[src/rtl/pmod_link_if.sv]
// pmod_link_if: game-logic side of the Pmod link (transmit request, received frame, link status).
interface pmod_link_if #(
  parameter int unsigned DATA_W = 7
);
  logic [DATA_W-1:0] tx_data;
  logic              tx_valid;
  logic              tx_ready;
  logic [DATA_W-1:0] rx_data;
  logic              rx_valid;
  logic              rx_changed;
  logic              link_up;

  // Game logic: issues frames, consumes received frames.
  modport master (
    output tx_data, tx_valid,
    input  tx_ready, rx_data, rx_valid, rx_changed, link_up
  );

  // Link block: accepts frames, presents received frames.
  modport slave (
    input  tx_data, tx_valid,
    output tx_ready, rx_data, rx_valid, rx_changed, link_up
  );
endinterface

[src/rtl/pmod_link.sv]
// pmod_link: full-duplex toggle-strobe parallel link between two boards over Pmod pins,
// with input synchronisation, heartbeat resend and link-alive timeout.
module pmod_link #(
  parameter int unsigned DATA_W    = 7,
  parameter int unsigned SETUP     = 4,
  parameter int unsigned HEARTBEAT = 65536,
  parameter int unsigned TIMEOUT   = 262144
) (
  input  logic              clk60MHz,
  input  logic              rst,
  pmod_link_if.slave        link,
  output logic [DATA_W-1:0] pin_out_data,
  output logic              pin_out_strobe,
  input  logic [DATA_W-1:0] pin_in_data,
  input  logic              pin_in_strobe
);

  localparam int unsigned SET_W = (SETUP > 1) ? $clog2(SETUP) : 1;
  localparam int unsigned HB_W  = (HEARTBEAT > 1) ? $clog2(HEARTBEAT) : 1;
  localparam int unsigned TO_W  = $clog2(TIMEOUT + 1);

  localparam logic [SET_W-1:0] SET_LAST = SET_W'(SETUP - 1);
  localparam logic [HB_W-1:0]  HB_LAST  = HB_W'(HEARTBEAT - 1);
  localparam logic [TO_W-1:0]  TO_MAX   = TO_W'(TIMEOUT);
  localparam logic [TO_W-1:0]  TO_LAST  = TO_W'(TIMEOUT - 1);

  typedef enum logic [1:0] {
    IDLE = 2'd0,
    PRE  = 2'd1,
    POST = 2'd2
  } state_t;

  // ---------------------------------------------------------------- transmit
  state_t            state;
  state_t            state_nxt;
  logic [SET_W-1:0]  set_cnt;
  logic [SET_W-1:0]  set_cnt_nxt;
  logic [HB_W-1:0]   hb_cnt;
  logic [HB_W-1:0]   hb_cnt_nxt;
  logic [DATA_W-1:0] out_data_nxt;
  logic              out_strobe_nxt;
  logic              tx_ready_nxt;
  logic              start_c;
  logic              setup_done_c;

  // A frame starts on a user request or when the idle heartbeat interval expires.
  assign start_c      = (state == IDLE) && (link.tx_valid || (hb_cnt == HB_LAST));
  assign setup_done_c = (set_cnt == SET_LAST);

  // TX state register.
  always_ff @(posedge clk60MHz or posedge rst) begin
    if (rst) state <= IDLE;
    else     state <= state_nxt;
  end

  // TX next-state: IDLE -> PRE (data setup) -> POST (data hold) -> IDLE.
  always_comb begin
    state_nxt = state;
    case (state)
      IDLE:    if (start_c)      state_nxt = PRE;
      PRE:     if (setup_done_c) state_nxt = POST;
      POST:    if (setup_done_c) state_nxt = IDLE;
      default:                   state_nxt = IDLE;
    endcase
  end

  // TX outputs: next values of the pin/handshake registers and counters.
  always_comb begin
    set_cnt_nxt    = '0;
    hb_cnt_nxt     = '0;
    out_data_nxt   = pin_out_data;
    out_strobe_nxt = pin_out_strobe;
    tx_ready_nxt   = (state_nxt == IDLE);
    case (state)
      IDLE: begin
        // User data wins over a coincident heartbeat; a heartbeat keeps the old data.
        if (link.tx_valid) out_data_nxt = link.tx_data;
        if (!start_c)      hb_cnt_nxt   = hb_cnt + HB_W'(1);
      end
      PRE: begin
        if (setup_done_c) out_strobe_nxt = ~pin_out_strobe;
        else              set_cnt_nxt    = set_cnt + SET_W'(1);
      end
      POST: begin
        if (!setup_done_c) set_cnt_nxt = set_cnt + SET_W'(1);
      end
      default: ;
    endcase
  end

  // TX datapath registers.
  always_ff @(posedge clk60MHz or posedge rst) begin
    if (rst) begin
      set_cnt        <= '0;
      hb_cnt         <= '0;
      pin_out_data   <= '0;
      pin_out_strobe <= 1'b0;
      link.tx_ready  <= 1'b1;
    end else begin
      set_cnt        <= set_cnt_nxt;
      hb_cnt         <= hb_cnt_nxt;
      pin_out_data   <= out_data_nxt;
      pin_out_strobe <= out_strobe_nxt;
      link.tx_ready  <= tx_ready_nxt;
    end
  end

  // ---------------------------------------------------------------- receive
  logic [DATA_W-1:0] din_meta;
  logic [DATA_W-1:0] din_sync;
  logic              strb_meta;
  logic              strb_sync;
  logic              strb_prev;
  logic              frame_c;

  // Either strobe polarity change marks a new frame.
  assign frame_c = strb_sync ^ strb_prev;

  // Two-flop synchronisers on the asynchronous pins, plus previous-strobe flop.
  always_ff @(posedge clk60MHz or posedge rst) begin
    if (rst) begin
      din_meta  <= '0;
      din_sync  <= '0;
      strb_meta <= 1'b0;
      strb_sync <= 1'b0;
      strb_prev <= 1'b0;
    end else begin
      din_meta  <= pin_in_data;
      din_sync  <= din_meta;
      strb_meta <= pin_in_strobe;
      strb_sync <= strb_meta;
      strb_prev <= strb_sync;
    end
  end

  // Capture the frame; data is already settled because the peer holds it around the strobe.
  always_ff @(posedge clk60MHz or posedge rst) begin
    if (rst) begin
      link.rx_data    <= '0;
      link.rx_valid   <= 1'b0;
      link.rx_changed <= 1'b0;
    end else begin
      link.rx_valid   <= frame_c;
      link.rx_changed <= frame_c && (din_sync != link.rx_data);
      if (frame_c) link.rx_data <= din_sync;
    end
  end

  // ---------------------------------------------------------------- link monitor
  logic [TO_W-1:0] to_cnt;

  // Link is alive while strobe edges keep arriving within TIMEOUT cycles.
  always_ff @(posedge clk60MHz or posedge rst) begin
    if (rst) begin
      to_cnt       <= '0;
      link.link_up <= 1'b0;
    end else if (frame_c) begin
      to_cnt       <= '0;
      link.link_up <= 1'b1;
    end else if (to_cnt != TO_MAX) begin
      to_cnt <= to_cnt + TO_W'(1);
      if (to_cnt == TO_LAST) link.link_up <= 1'b0;
    end
  end

endmodule

[src/flat_wrapper.sv]
// flat-port wrapper written by rule: the top's interface ports become plain ports
module pmod_link_flat 
#(
  parameter int unsigned DATA_W    = 7,
  parameter int unsigned SETUP     = 4,
  parameter int unsigned HEARTBEAT = 65536,
  parameter int unsigned TIMEOUT   = 262144
)
  (clk60MHz, rst, pin_out_data, pin_out_strobe, pin_in_data, pin_in_strobe, link_tx_data, link_tx_valid, link_tx_ready, link_rx_data, link_rx_valid, link_rx_changed, link_link_up);
  pmod_link_if #(.DATA_W(DATA_W)) link_i ();
  input  logic clk60MHz;
  input  logic rst;
  output logic [DATA_W-1:0] pin_out_data;
  output logic pin_out_strobe;
  input  logic [DATA_W-1:0] pin_in_data;
  input  logic pin_in_strobe;
  input wire logic [$bits(link_i.tx_data)-1:0] link_tx_data;
  input wire logic [$bits(link_i.tx_valid)-1:0] link_tx_valid;
  output wire logic [$bits(link_i.tx_ready)-1:0] link_tx_ready;
  output wire logic [$bits(link_i.rx_data)-1:0] link_rx_data;
  output wire logic [$bits(link_i.rx_valid)-1:0] link_rx_valid;
  output wire logic [$bits(link_i.rx_changed)-1:0] link_rx_changed;
  output wire logic [$bits(link_i.link_up)-1:0] link_link_up;
  assign link_i.tx_data = link_tx_data;
  assign link_i.tx_valid = link_tx_valid;
  assign link_tx_ready = link_i.tx_ready;
  assign link_rx_data = link_i.rx_data;
  assign link_rx_valid = link_i.rx_valid;
  assign link_rx_changed = link_i.rx_changed;
  assign link_link_up = link_i.link_up;
  pmod_link #(.DATA_W(DATA_W), .SETUP(SETUP), .HEARTBEAT(HEARTBEAT), .TIMEOUT(TIMEOUT)) u_core (.clk60MHz(clk60MHz), .rst(rst), .link(link_i), .pin_out_data(pin_out_data), .pin_out_strobe(pin_out_strobe), .pin_in_data(pin_in_data), .pin_in_strobe(pin_in_strobe));
endmodule
[config.mk]
export PLATFORM = sky130hd
export DESIGN_NAME = pmod_link_flat
export DESIGN_NICKNAME = d
export VERILOG_FILES = /design/src/rtl/pmod_link_if.sv /design/src/rtl/pmod_link.sv /design/src/flat_wrapper.sv
export SDC_FILE = /design/constraint.sdc
export NUM_CORES = 1
export LEC_CHECK = 0
export CAP_MARGIN = 25
export CORE_AREA = 2 2 76 78
export DETAILED_ROUTE_END_ITERATION = 8
export DIE_AREA = 0 0 78 80
export DONT_BUFFER_PORTS = 1
export GPL_ROUTABILITY_DRIVEN = 0
export PLACE_DENSITY = 0.75
export SETUP_SLACK_MARGIN = 0.4
export SLEW_MARGIN = 20
export SYNTH_ARGS = -nofsm -noshare
export SYNTH_HDL_FRONTEND = slang
export SYNTH_SLANG_ARGS = --single-unit
[constraint.sdc]
create_clock -name clk60MHz -period 2.9 [get_ports clk60MHz]
set_input_delay 0.435 -clock clk60MHz [delete_from_list [all_inputs] [get_ports clk60MHz]]
set_output_delay 0.435 -clock clk60MHz [all_outputs]
set_load 0.02 [all_outputs]
## Word-level counts from Yosys, hierarchy flattened

Index checks and enable logic that the tools add are counted.

| cells by class | value |
|---|---|
| mux-type cells | 13 |
| add/sub/neg operators | 3 |
| reduce and logical (&&, ||, !) cells | 11 |
| bitwise gates (word level) | 2 |
| equality and inequality tests | 7 |

Operators with widths:

| operator | number |
|---|---|
| $mux 19 | 2 |
| $mux 16 | 2 |
| $add 19x1->19 const B | 1 |
| $eq 19x18->1 const B | 1 |
| $ne 19x19->1 const B | 1 |
| $add 16x1->16 const B | 1 |
| $eq 16x16->1 const B | 1 |
| $mux 2 | 5 |
| $ne 7x7->1 | 1 |
| $pmux 2 s3 | 1 |
| $reduce_and 2->1 | 3 |
| $eq 2x2->1 const B | 2 |
| $logic_not 2->1 | 2 |
| $reduce_bool 2->1 | 2 |
| $mux 1 | 3 |
| $add 2x1->2 const B | 1 |
| $eq 2x1->1 const B | 1 |
| $logic_and 1x1->1 | 2 |
| $reduce_or 2->1 | 1 |
| $logic_or 1x1->1 | 1 |
| $not 1->1 | 1 |
| $xor 1x1->1 | 1 |

| storage, ports and cells | value |
|---|---|
| logic and storage cells | 52 |
| register bits after elaboration | 75 |
| bits of input ports | 18 |
| output and inout bits | 19 |

## Depth between registers and ports, before layout

Gate-level depths: netlist (run 1).

| logic depth | value |
|---|---|
| depth in word-level cells | 6 |
| depth in mapped cells | 7 |
| depth with buffers taken out | 6 |

## Least setup slack after synthesis (run 1)

No wires, ideal clock.

| timing | value |
|---|---|
| path kind | register to register |
| start point | register u_core.hb_cnt[0] |
| end point | register u_core.hb_cnt[11] |
| setup slack | 1.192 ns |
| path buffers | 1 |
| clock period less this slack | 1.708 ns |
| required time | 2.781 ns |
| data arrival time | 1.590 ns |
| stages on the path, launching flop included | 7 |
| setup time | 0.119 ns |
| path through | dfrtp_1 -> ha_1 -> nand3_1 -> or4_4 -> nand2_2 -> buf_4 -> nor2_1 |

| on the way | value |
|---|---|
| longest elaborated chain between the ends | 5 |
| elaborated cells on any way between the ends | 6 |
| those cells by class | 1 x add/sub; 1 x eq/ne; 2 x mux; 2 x reduce/logical |

RTL lines:

| element | line | RTL |
|---|---|---|
| from (decl) | pmod_link.sv:38 | `logic [HB_W-1:0] hb_cnt;` |
| from (signal assigned) | pmod_link.sv:101 | `hb_cnt <= hb_cnt_nxt;` |
| branches (longest 3 deep; another with $add 16x1->16) | n/a |  |
| $mux 16 (*) | pmod_link.sv:78 | `if (!start_c) hb_cnt_nxt = hb_cnt + HB_W'(1);` |
| $mux 16 (*) | pmod_link.sv:74 | `case (state)` |
| via u_core.hb_cnt_nxt[11] | pmod_link.sv:39 | `logic [HB_W-1:0] hb_cnt_nxt;` |

Mark *: on every way through the listed nets, which the timed path passes.
A chain may end at the register's enable or synchronous reset.

## Worst setup path after layout (run 1)

| timing | value |
|---|---|
| start point | register u_core.to_cnt[0] |
| end point | register u_core.link.link_up |

| on the way | value |
|---|---|
| longest elaborated chain between the ends | 3 |
| elaborated cells on any way between the ends | 5 |
| those cells by class | 2 x eq/ne; 3 x reduce/logical |

RTL lines:

| element | line | RTL |
|---|---|---|
| from (decl) | pmod_link.sv:150 | `logic [TO_W-1:0] to_cnt;` |
| from (signal assigned) | pmod_link.sv:161 | `to_cnt <= to_cnt + TO_W'(1);` |
| $ne 19x19->1 or $eq 19x18->1 (tied branches) | pmod_link.sv:160, pmod_link.sv:162 |  |
| $reduce_bool 2->1 (no line) | n/a |  |
| $reduce_and 2->1 (no line) (*) | n/a |  |
| to (signal assigned) | pmod_link.sv:156 | `link.link_up <= 1'b0;` |
| to (signal assigned) | pmod_link.sv:159 | `link.link_up <= 1'b1;` |
| to (signal assigned) | pmod_link.sv:162 | `if (to_cnt == TO_LAST) link.link_up <= 1'b0;` |
| to (decl) | pmod_link_if.sv:22 | `output tx_ready, rx_data, rx_valid, rx_changed, link_up` |

Mark *: on every way between the ends. The rest lies on a longest branch, timed or not.

==> results of run 1 <==
==> registers in the layout (all words and copies together), names as in the netlist, 2 cells and up <==
register / count
u_core.din_meta: 7
u_core.to_cnt: 19
u_core.state: 2
u_core.set_cnt: 2
u_core.din_sync: 7
u_core.link.rx_data: 7
u_core.hb_cnt: 16
u_core.pin_out_data: 7
==> cells by family after synthesis <==
kind of cell	count (synthesis)	share of synthesized area (%)
adders and majority gates	8	3.11
AOI/OAI and AO/OA	24	4.98
muxes	7	2.45
DFF	75	58.4
xor gates and xnor gates	32	8.71
and+or+nand+nor	124	19.9
buffers and inverters	20	2.53
==> through the flow <==
step / cell area, um2 / power (mW) / worst slack [ns] / util [%] / hold WS (ns)
final: 3570 / 2.76 / 0.984 / 66.1 / 0.106
after detailed placement: 3310 / 1.81 / 0.990 / 61.3 / 0.321
after global placement: 3310 / 1.79 / 1.07 / 61.3 / 0.318
after global routing: 3570 / 2.90 / 0.843 / 66.1 / 0.0822
after CTS: 3570 / 2.79 / 0.995 / 66.1 / 0.0915
after floorplan: 3220 / 1.71 / 0.557 / - / 0.331
==> critical path: stages (launching register included) <==
cell,delay (ns)
dfrtp_1,0.44
ha_1,0.23
and4_1,0.32
nand4_1,0.21
or3_1,0.42
a21o_1,0.19
==> routing by layer <==
metal  GRT usage [%]  routed length (um)  up-vias
met2            31.2                2630       39
li1                -                   -     1014
met3            6.33                 276        7
met4            7.37                  76        0
met5               0                   0        -
met1            23.4                2340     1023
==> final timing paths <==
check	from	cells past startpoint	slack, ns	to
max	u_core.to_cnt[0]	5	0.98	u_core.link.link_up
max reg2reg	u_core.to_cnt[0]	5	0.98	u_core.link.link_up
min reg2reg	u_core.din_meta[2]	0	0.34	u_core.din_sync[2]
min	pin_in_data[3]	0	0.11	u_core.din_meta[3]
min in group asynchronous	rst	2	0.53	u_core.hb_cnt[15]
max in group asynchronous	rst	3	1.71	u_core.link.tx_ready
==> synthesized netlist by cell type (3+ instances only) <==
master,number
or3_1,5
o21ai_0,6
ha_1,8
xnor2_1,17
nor3_1,3
mux2_2,7
xor2_1,15
nand2_1,35
and4_1,6
nand3_1,13
a21oi_1,7
nor4_1,8
dfrtp_1,74
inv_1,13
nand4_1,10
nor2_1,29
==> power by group through the flow <==
stage / clock [mW] / sequential (mW) / combinational, mW
global placement: 0 / 1.41 / 0.376
floorplan: 0 / 1.39 / 0.322
detailed placement: 0 / 1.42 / 0.392
CTS: 0.998 / 1.40 / 0.390
finish: 0.976 / 1.40 / 0.382
global route: 1.04 / 1.42 / 0.437
==> timing repair <==
action | 4_1_cts | 5_1_grt
setup endpoints to repair | 0 | 0
hold buffers | 1 | 0
endpoints found under the hold margin | 17 | 0
==> final cells by class <==
class,instances,area (um2),area share (%)
clock buffer,9,124,3.47
tap,72,90.1,2.52
clock inverter,7,124,3.47
inverter,14,52.6,1.47
sequential,75,1880,52.6
multi-input combinational,195,1260,35.2
timing repair buffer,4,45.0,1.26
==> flow_summary.yaml, run 1 <==
logic_synthesis:
  ys_types: 42
  synthTopCellsByArea: "dfrtp_1 (58%), xnor2_1 (4.6%), nand2_1 (4.1%)"
  synth_area_um2: 3220
  yosysSeqAreaShare_pct: 58.4
  avgSynthCellArea_um2: 11.1
  synth_top_area_share_pct: 57.5
  synth_edf_count: 0
  ys_ff_latch: 75
  ys.flop_type: "dfrtp_1"
  synth_nets: 316
  ys_warn_count: 0
  yosysTopAreaCell: "dfrtp_1"
  synth-async-reset-ratio_pct: 100
  syn_inst: 290
job:
  drv_cap: 0
global_routing:
  grt_antenna_before_repair: 0
  overflow: 0
  grt_pass1_vias: 2012
  grt_max_degree: 59
  grt_first_pass_wirelength_mm: 9.06
  track_usage_pct: 19.0
routing:
  wirelength_mm: 5.33
  routed_via_density: 5.54
  ant_nets: 0
  drt_pass1_iterations: 4
  first_iter_violations: 115
  drc: 0
  avgRoutedWirePerCell_um: 14.2
  vias: 2083
finish:
  final_cells: 376
  area_growth_pct: 11.0
  final_nets: 325
  most-common-layout-cells: "dfrtp_1 (74), nand2_1 (35), nor2_1 (29)"
  final_common_cell: "dfrtp_1"
  diodes: 0
  final_layout_size_suffix_gt1_share_pct: 11.2
  fillers: 414
timing:
  fmax_ghz: 0.522
  min_period_ns: 1.92
  finClkSkew_ns: 0.0114
  worstMarginPinSlew_ns: 0.831
  fin_crit_sh_pct: 66.1
  rsz0062_at_grt: "false"
  maxSlewHeadroom_pct: 43.8
  final-max-slew-violation-count: 0
  setup_viol: 0
  finalHoldViolCount: 0
  setup_tns_ns: 0
min_path:
  hold_class: "in2reg"
die:
  start_util_pct: 59.5
  die_area_um2: 6240
  rows: 27
  die_x_um: 78
  die_h_um: 80
  core_area_um2: 5410
  io-pin-count: 37
clocking:
  cts.repair.resized: 0
  clk_latency_ns: 0.35
  cts.clk_slew.worst_paths_ns: 0.09
  ctsHtreeMaxLevel: 3
  cts_max_path_buffers: 2
  cts_inserted_buffers: 9
  cts_tree: "built"
  cts_root_buf: "clkbuf_8"
  cts.sinks: 75
  cts_setup_buffers: 0
worst_setup_path:
  end_kind: "register"
  crit_fanout: 6
  critPathLaunchType: "register"
  critPathArrivalTime_ns: 2.16
  critPathKind: "reg2reg"
  crit_required_ns: 3.14
power:
  ir_drop_mv: 0.527
  combPwrFrac_pct: 13.9
  power_leakage_nw: 1.56
  p_sw_mw: 0.818
  power_density_nw_per_um2: 772
  power_frac_clock_pct: 35.4
  switching_share_pct: 29.7
  seqPwrFrac_pct: 50.8
  p_int_mw: 1.94
placement:
  portBuffers: 0
  dp.cells: 359
  dpl.hpwl_mm: 3.67
status:
  status: "finished, final reports clean"
Note: power is estimated with default switching activity, not from simulation.
==> inputs of run 2 (changes only) <==
- ABC_AREA: unset -> 1
- CORE_AREA: 2 2 76 78 -> 2 2 77 79
- DIE_AREA: 0 0 78 80 -> 0 0 79 81
- PLACE_DENSITY: 0.75 -> 0.76
- clock period: 2.9 -> 2 ns (I/O delays scaled with it)
==> flow_summary.yaml, run 2 <==
global_routing:
  track_usage_pct: 21.3
  grt_max_degree: 30
  grt_first_pass_wirelength_mm: 10.5
  grt_antenna_before_repair: 1
  grt_pass1_vias: 2404
  overflow: 0
worst_setup_path:
  critPathTopFamily: "simple AND/OR/NAND/NOR gates"
  path_cells: "ha_2 -> nand2_2 -> nor2_2 -> nand2_2 -> nor2_4 -> inv_1 -> o21ai_1 -> a21oi_1"
  cp_common_cell: "nand2_2"
  end_kind: "register"
  critPathLaunchType: "register"
  path_buf_inv: 1
  cp_slowest_stage_delay_ns: 0.41
  slowest_stage: "dfrtp_1"
  timing.rr.end: "u_core.to_cnt[12]"
  crit_required_ns: 2.23
  timing.reg2reg.worst_path_depth: 8
  rrSetupSlack_ns: 0.50
  r2r-start: "u_core.to_cnt[0]"
  crit_fanout: 6
  critPathArrivalTime_ns: 1.74
  critPathKind: "reg2reg"
clocking:
  cts_root_buf: "clkbuf_8"
  cts_inserted_buffers: 9
  cts.sinks: 75
  cts_tree: "built"
  ctsHtreeMaxLevel: 3
  cts.clk_slew.worst_paths_ns: 0.08
  clk_latency_ns: 0.35
  cts_max_path_buffers: 2
logic_synthesis:
  synth_edf_count: 0
  ys_warn_count: 0
  ys.flop_type: "dfrtp_1"
  ys_types: 30
  yosys.cell_count.top_type: "dfrtp_1"
  synth_area_um2: 3370
  synth_nets: 380
  synth_top_area_share_pct: 55.0
  yosysTopAreaCell: "dfrtp_1"
  avgSynthCellArea_um2: 9.51
  synthTopCellsByCount: "dfrtp_1 (74), nand2_1 (65), nor2_1 (43)"
  yosysSeqAreaShare_pct: 55.8
  synth-async-reset-ratio_pct: 100
  syn_inst: 354
  synthTopCellsByArea: "dfrtp_1 (55%), nand2_1 (7.2%), nor2_1 (4.8%)"
  ys_ff_latch: 75
routing:
  avgRoutedWirePerCell_um: 13.7
  first_iter_violations: 156
  drc: 0
  drt_pass1_iterations: 4
  routed_via_density: 5.28
  ant_nets: 0
  wirelength_mm: 6.32
  vias: 2441
timing:
  finClkSkew_ns: 0.0101
  maxSlewHeadroom_pct: 57.4
  setup_viol: 0
  finalHoldViolCount: 0
  worstMarginPinSlew_ns: 0.637
  fmax_ghz: 0.664
  fin_crit_sh_pct: 75.2
  min_period_ns: 1.50
  rsz0062_at_grt: "true"
  setup_slack_ns: 0.495
  setup_tns_ns: 0
  final-max-slew-violation-count: 0
power:
  p_sw_mw: 1.22
  p_int_mw: 2.75
  total_power_mw: 3.96
  power_frac_clock_pct: 32.7
  power_leakage_nw: 1.79
  power_density_nw_per_um2: 1010
  switching_share_pct: 30.7
  combPwrFrac_pct: 17.0
  ir_drop_mv: 1.02
  seqPwrFrac_pct: 50.3
job:
  drv_cap: 0
finish:
  fillers: 443
  fin_area_um2: 3910
  final_common_cell: "dfrtp_1"
  area_growth_pct: 16.0
  regMostFlops: "u_core.to_cnt"
  largest_reg_flops: 19
  fin_util_pct: 68.8
  diodes: 0
  final_layout_size_suffix_gt1_share_pct: 17.3
  most-common-layout-cells: "dfrtp_1 (74), nand2_1 (63), nor2_1 (43)"
  top_regs: "u_core.to_cnt x19, u_core.hb_cnt x16"
  final_nets: 408
die:
  core_area_um2: 5680
  io-pin-count: 37
  start_util_pct: 59.3
  die_area_um2: 6400
  rows: 28
  die_h_um: 81
  die_x_um: 79
status:
  status: "finished, final reports clean"
min_path:
  holdPathStages: 1
  min-delay-start: "link_tx_data[5]"
  hold_class: "in2reg"
  hold_end: "u_core.pin_out_data[5]"
placement:
  place_ws_ns: 0.325
  placed_area_um2: 3480
  portBuffers: 0
  dpl.hpwl_mm: 4.29
==> run 2: cell types whose count changed after synthesis, sizes merged, moves of 5 or more <==
cell / previous run / this run
nor2: 30 / 50
nand2: 36 / 71
nor3: 3 / 15
and4: 6 / 0
inv: 13 / 42
xnor2: 17 / 9
a21oi: 7 / 16
nand4: 11 / 5
nand3: 13 / 20
nor4: 8 / 0
o21ai: 6 / 12
or3: 5 / 0
==> run 2: cells by family after synthesis <==
logic type | share of synthesized area, %
AOI/OAI and AO/OA | 4.98
adders and majority gates | 2.97
muxes | 2.34
DFF | 55.8
and+or+nand+nor | 23.1
xor gates and xnor gates | 5.46
buffers and inverters | 5.35
==> run 2: how the worst max path moves through the flow <==
| stage | from | end | slack (ns) | cells after the start |
|---|---|---|---|---|
| global route | u_core.strb_sync | u_core.to_cnt[13] | 0.39 | 6 |
| floorplan | u_core.state[0] | u_core.hb_cnt[11] | 0.65 | 6 |
| global placement | u_core.state[0] | u_core.link.tx_ready | 0.41 | 8 |
| CTS | u_core.state[0] | u_core.state[1] | 0.38 | 7 |
| finish | u_core.to_cnt[0] | u_core.to_cnt[12] | 0.50 | 8 |
| detailed placement | u_core.state[0] | u_core.link.tx_ready | 0.32 | 8 |
==> run 2: stage by stage <==
step | instances | hold WS (ns)
final | 462 | 0.0969
after global routing | 462 | 0.0790
after CTS | 456 | 0.0806
after detailed placement | 428 | 0.286
after global placement | 428 | 0.281
after floorplan | 354 | 0.331
==> run 2: power groups by stage <==
stage	clock (mW)	combinational, mW	sequential [mW]
after floorplan	0	0.441	1.98
after CTS	1.32	0.572	1.99
after global routing	1.39	0.766	2.01
final	1.30	0.675	1.99
after detailed placement	0	0.533	2.02
after global placement	0	0.504	2.01
==> run 2: metal layers <==
metal,routed length (um),track usage (%)
met1,2680,25.7
met2,3270,35.0
met3,227,6.67
met4,124,10.2
met5,13,0
==> run 2: timing repair <==
| action | 4_1_cts | 5_1_grt |
|---|---|---|
| endpoints found under the setup margin | 18 | 41 |
| buffers inserted | 3 | 6 |
| pin swaps | 0 | 3 |
| gates resized for setup | 2 | 11 |
| hold buffers | 9 | 0 |
| endpoints found under the hold margin | 35 | 0 |
==> run 2: layout make-up <==
cell class                      count  area (um2)  area share, %
Tap cell                           75        93.8           2.40
Inverter                           42         165           4.23
Multi-Input combinational cell    233        1350           34.6
Sequential cell                    75        1880           48.1
Clock inverter                      7         101           2.60
Clock buffer                        9         124           3.17
Timing Repair Buffer               21         193           4.93
==> inputs of run 3 (changes only) <==
- clock period: 2 -> 1.51 ns (I/O delays scaled with it)
==> flow_summary.yaml, run 3 (same netlist as run 2, synthesis figures left out) <==
timing:
  setup_slack_ns: -0.0867
  setup_viol: 17
  fin_crit_sh_pct: 106
  maxSlewHeadroom_pct: 61.2
  fmax_ghz: 0.626
  finalHoldViolCount: 0
  rsz0062_at_grt: "true"
  min_period_ns: 1.60
  final-max-slew-violation-count: 0
  worstMarginPinSlew_ns: 0.580
  finClkSkew_ns: 0.0145
die:
  io-pin-count: 37
  rows: 28
  die_h_um: 81
  start_util_pct: 59.3
  die_area_um2: 6400
  die_x_um: 79
  core_area_um2: 5680
finish:
  diodes: 0
  seq_area_um2: 1890
  final_layout_size_suffix_gt1_share_pct: 44.9
  largest_reg_flops: 19
  area_growth_pct: 42.4
  final_cells: 498
  regMostFlops: "u_core.to_cnt"
  final_common_cell: "dfrtp_1"
  top_regs: "u_core.to_cnt x19, u_core.hb_cnt x16"
  fin_util_pct: 84.4
  final_nets: 444
  fillers: 261
  most-common-layout-cells: "dfrtp_1 (63), nand2_1 (50), inv_1 (28), buf_4 (28), nor2_1 (25)"
  multi_input_area_um2: 1880
  fin_area_um2: 4790
power:
  combPwrFrac_pct: 31.3
  power_density_nw_per_um2: 1270
  ir_drop_mv: 1.41
  total_power_mw: 6.07
  p_sw_mw: 2.23
  power_frac_clock_pct: 24.5
  power_leakage_nw: 2.19
  p_int_mw: 3.84
  seqPwrFrac_pct: 44.2
  switching_share_pct: 36.7
routing:
  ant_nets: 0
  first_iter_violations: 290
  drt_pass1_iterations: 5
  routed_via_density: 5.86
  avgRoutedWirePerCell_um: 20.8
  vias: 2918
  drc: 0
  wirelength_mm: 10.4
worst_setup_path:
  critPathLaunchType: "register"
  crit_start: "u_core.hb_cnt[13]"
  cp_slowest_stage_delay_ns: 0.41
  crit_fanout: 7
  r2r-start: "u_core.hb_cnt[13]"
  end_kind: "register"
  crit_end: "u_core.hb_cnt[9]"
  crit_required_ns: 1.76
  rrSetupSlack_ns: -0.09
  path_buf_inv: 2
  critPathKind: "reg2reg"
  path_depth: 8
  timing.rr.end: "u_core.hb_cnt[9]"
  path_cells: "nand2_2 -> inv_1 -> nand2_1 -> nor2_1 -> nand2_2 -> nand3_4 -> clkbuf_16 -> nor2_1"
  timing.reg2reg.worst_path_depth: 8
  critPathTopFamily: "simple AND/OR/NAND/NOR gates"
  slowest_stage: "dfrtp_1"
  critPathArrivalTime_ns: 1.85
status:
  status: "finished with violations"
  violations: "setup timing"
placement:
  placed_area_um2: 3600
  dpl.hpwl_mm: 4.31
  place_ws_ns: 0.0856
  portBuffers: 0
  dp.cells: 430
job:
  drv_cap: 0
global_routing:
  grt_antenna_before_repair: 0
  grt_pass1_vias: 2783
  grt_max_degree: 29
  grt_first_pass_wirelength_mm: 13.0
  overflow: 0
  track_usage_pct: 27.1
clocking:
  cts_inserted_buffers: 9
  cts_root_buf: "clkbuf_8"
  cts.sinks: 75
  cts_max_path_buffers: 2
  cts_tree: "built"
  clk_latency_ns: 0.36
  cts.clk_slew.worst_paths_ns: 0.10
  ctsHtreeMaxLevel: 3
min_path:
  hold_class: "in2reg"
-- run 3: changes by cell type in the layout (fill, tap and decap cells not counted), sizes merged --
cell and change:
clkbuf +1, nand2 +1, bufinv -2, buf +34
clkinvlp -2, inv +4
-- run 3: power by group through the flow --
stage                     combinational (mW)  sequential, mW  clock, mW
final                                   1.90            2.68       1.49
after global routing                    1.99            2.70       1.58
after CTS                               1.28            2.63       1.45
after detailed placement               0.922            2.69          0
after global placement                 0.896            2.67          0
after floorplan                        0.738            2.63          0
-- run 3: worst min path at each step --
stage,startpoint,to,cells after the start
2_1_floorplan,pin_in_data[0],u_core.din_meta[0],0
3_3_place_gp,rst,u_core.pin_out_data[2],1
3_5_place_dp,rst,u_core.pin_out_data[2],1
4_1_cts,link_tx_data[4],u_core.pin_out_data[4],1
5_1_grt,link_tx_data[2],u_core.pin_out_data[2],1
6_report,link_tx_data[4],u_core.pin_out_data[4],1
-- run 3: layout make-up --
cell class,count,area share (%)
Clock buffer,9,2.58
Clock inverter,7,1.17
Inverter,42,3.52
Multi-Input combinational cell,234,39.2
Sequential cell,75,39.5
Tap cell,75,1.96
Timing Repair Buffer,56,12.1
-- run 3: what timing repair did --
| item | 4_1_cts | 5_1_grt |
|---|---|---|
| endpoints found under the setup margin | 51 | 56 |
| hold endpoints to repair | 30 | 0 |
| buffers inserted | 29 | 12 |
| hold buffers | 9 | 0 |
| pin swaps | 25 | 27 |
| gates resized for setup | 51 | 93 |
| gates cloned | 1 | 1 |
-- run 3: through the flow --
step	TNS, ns	hold slack [ns]
6_report	-0.785	0.000480
2_1_floorplan	0	0.258
3_5_place_dp	0	0.181
5_1_grt	-0.560	-0.00625
4_1_cts	0	0.00762
3_3_place_gp	0	0.174
-- run 3: metal layers --
metal / up-vias / global-route usage (%) / wire length (um)
met2: 141 / 48.9 / 5600
li1: 1265 / - / -
met1: 1456 / 29.9 / 3520
met5: - / 0 / 0
met4: 0 / 16.7 / 742
met3: 56 / 4.67 / 514
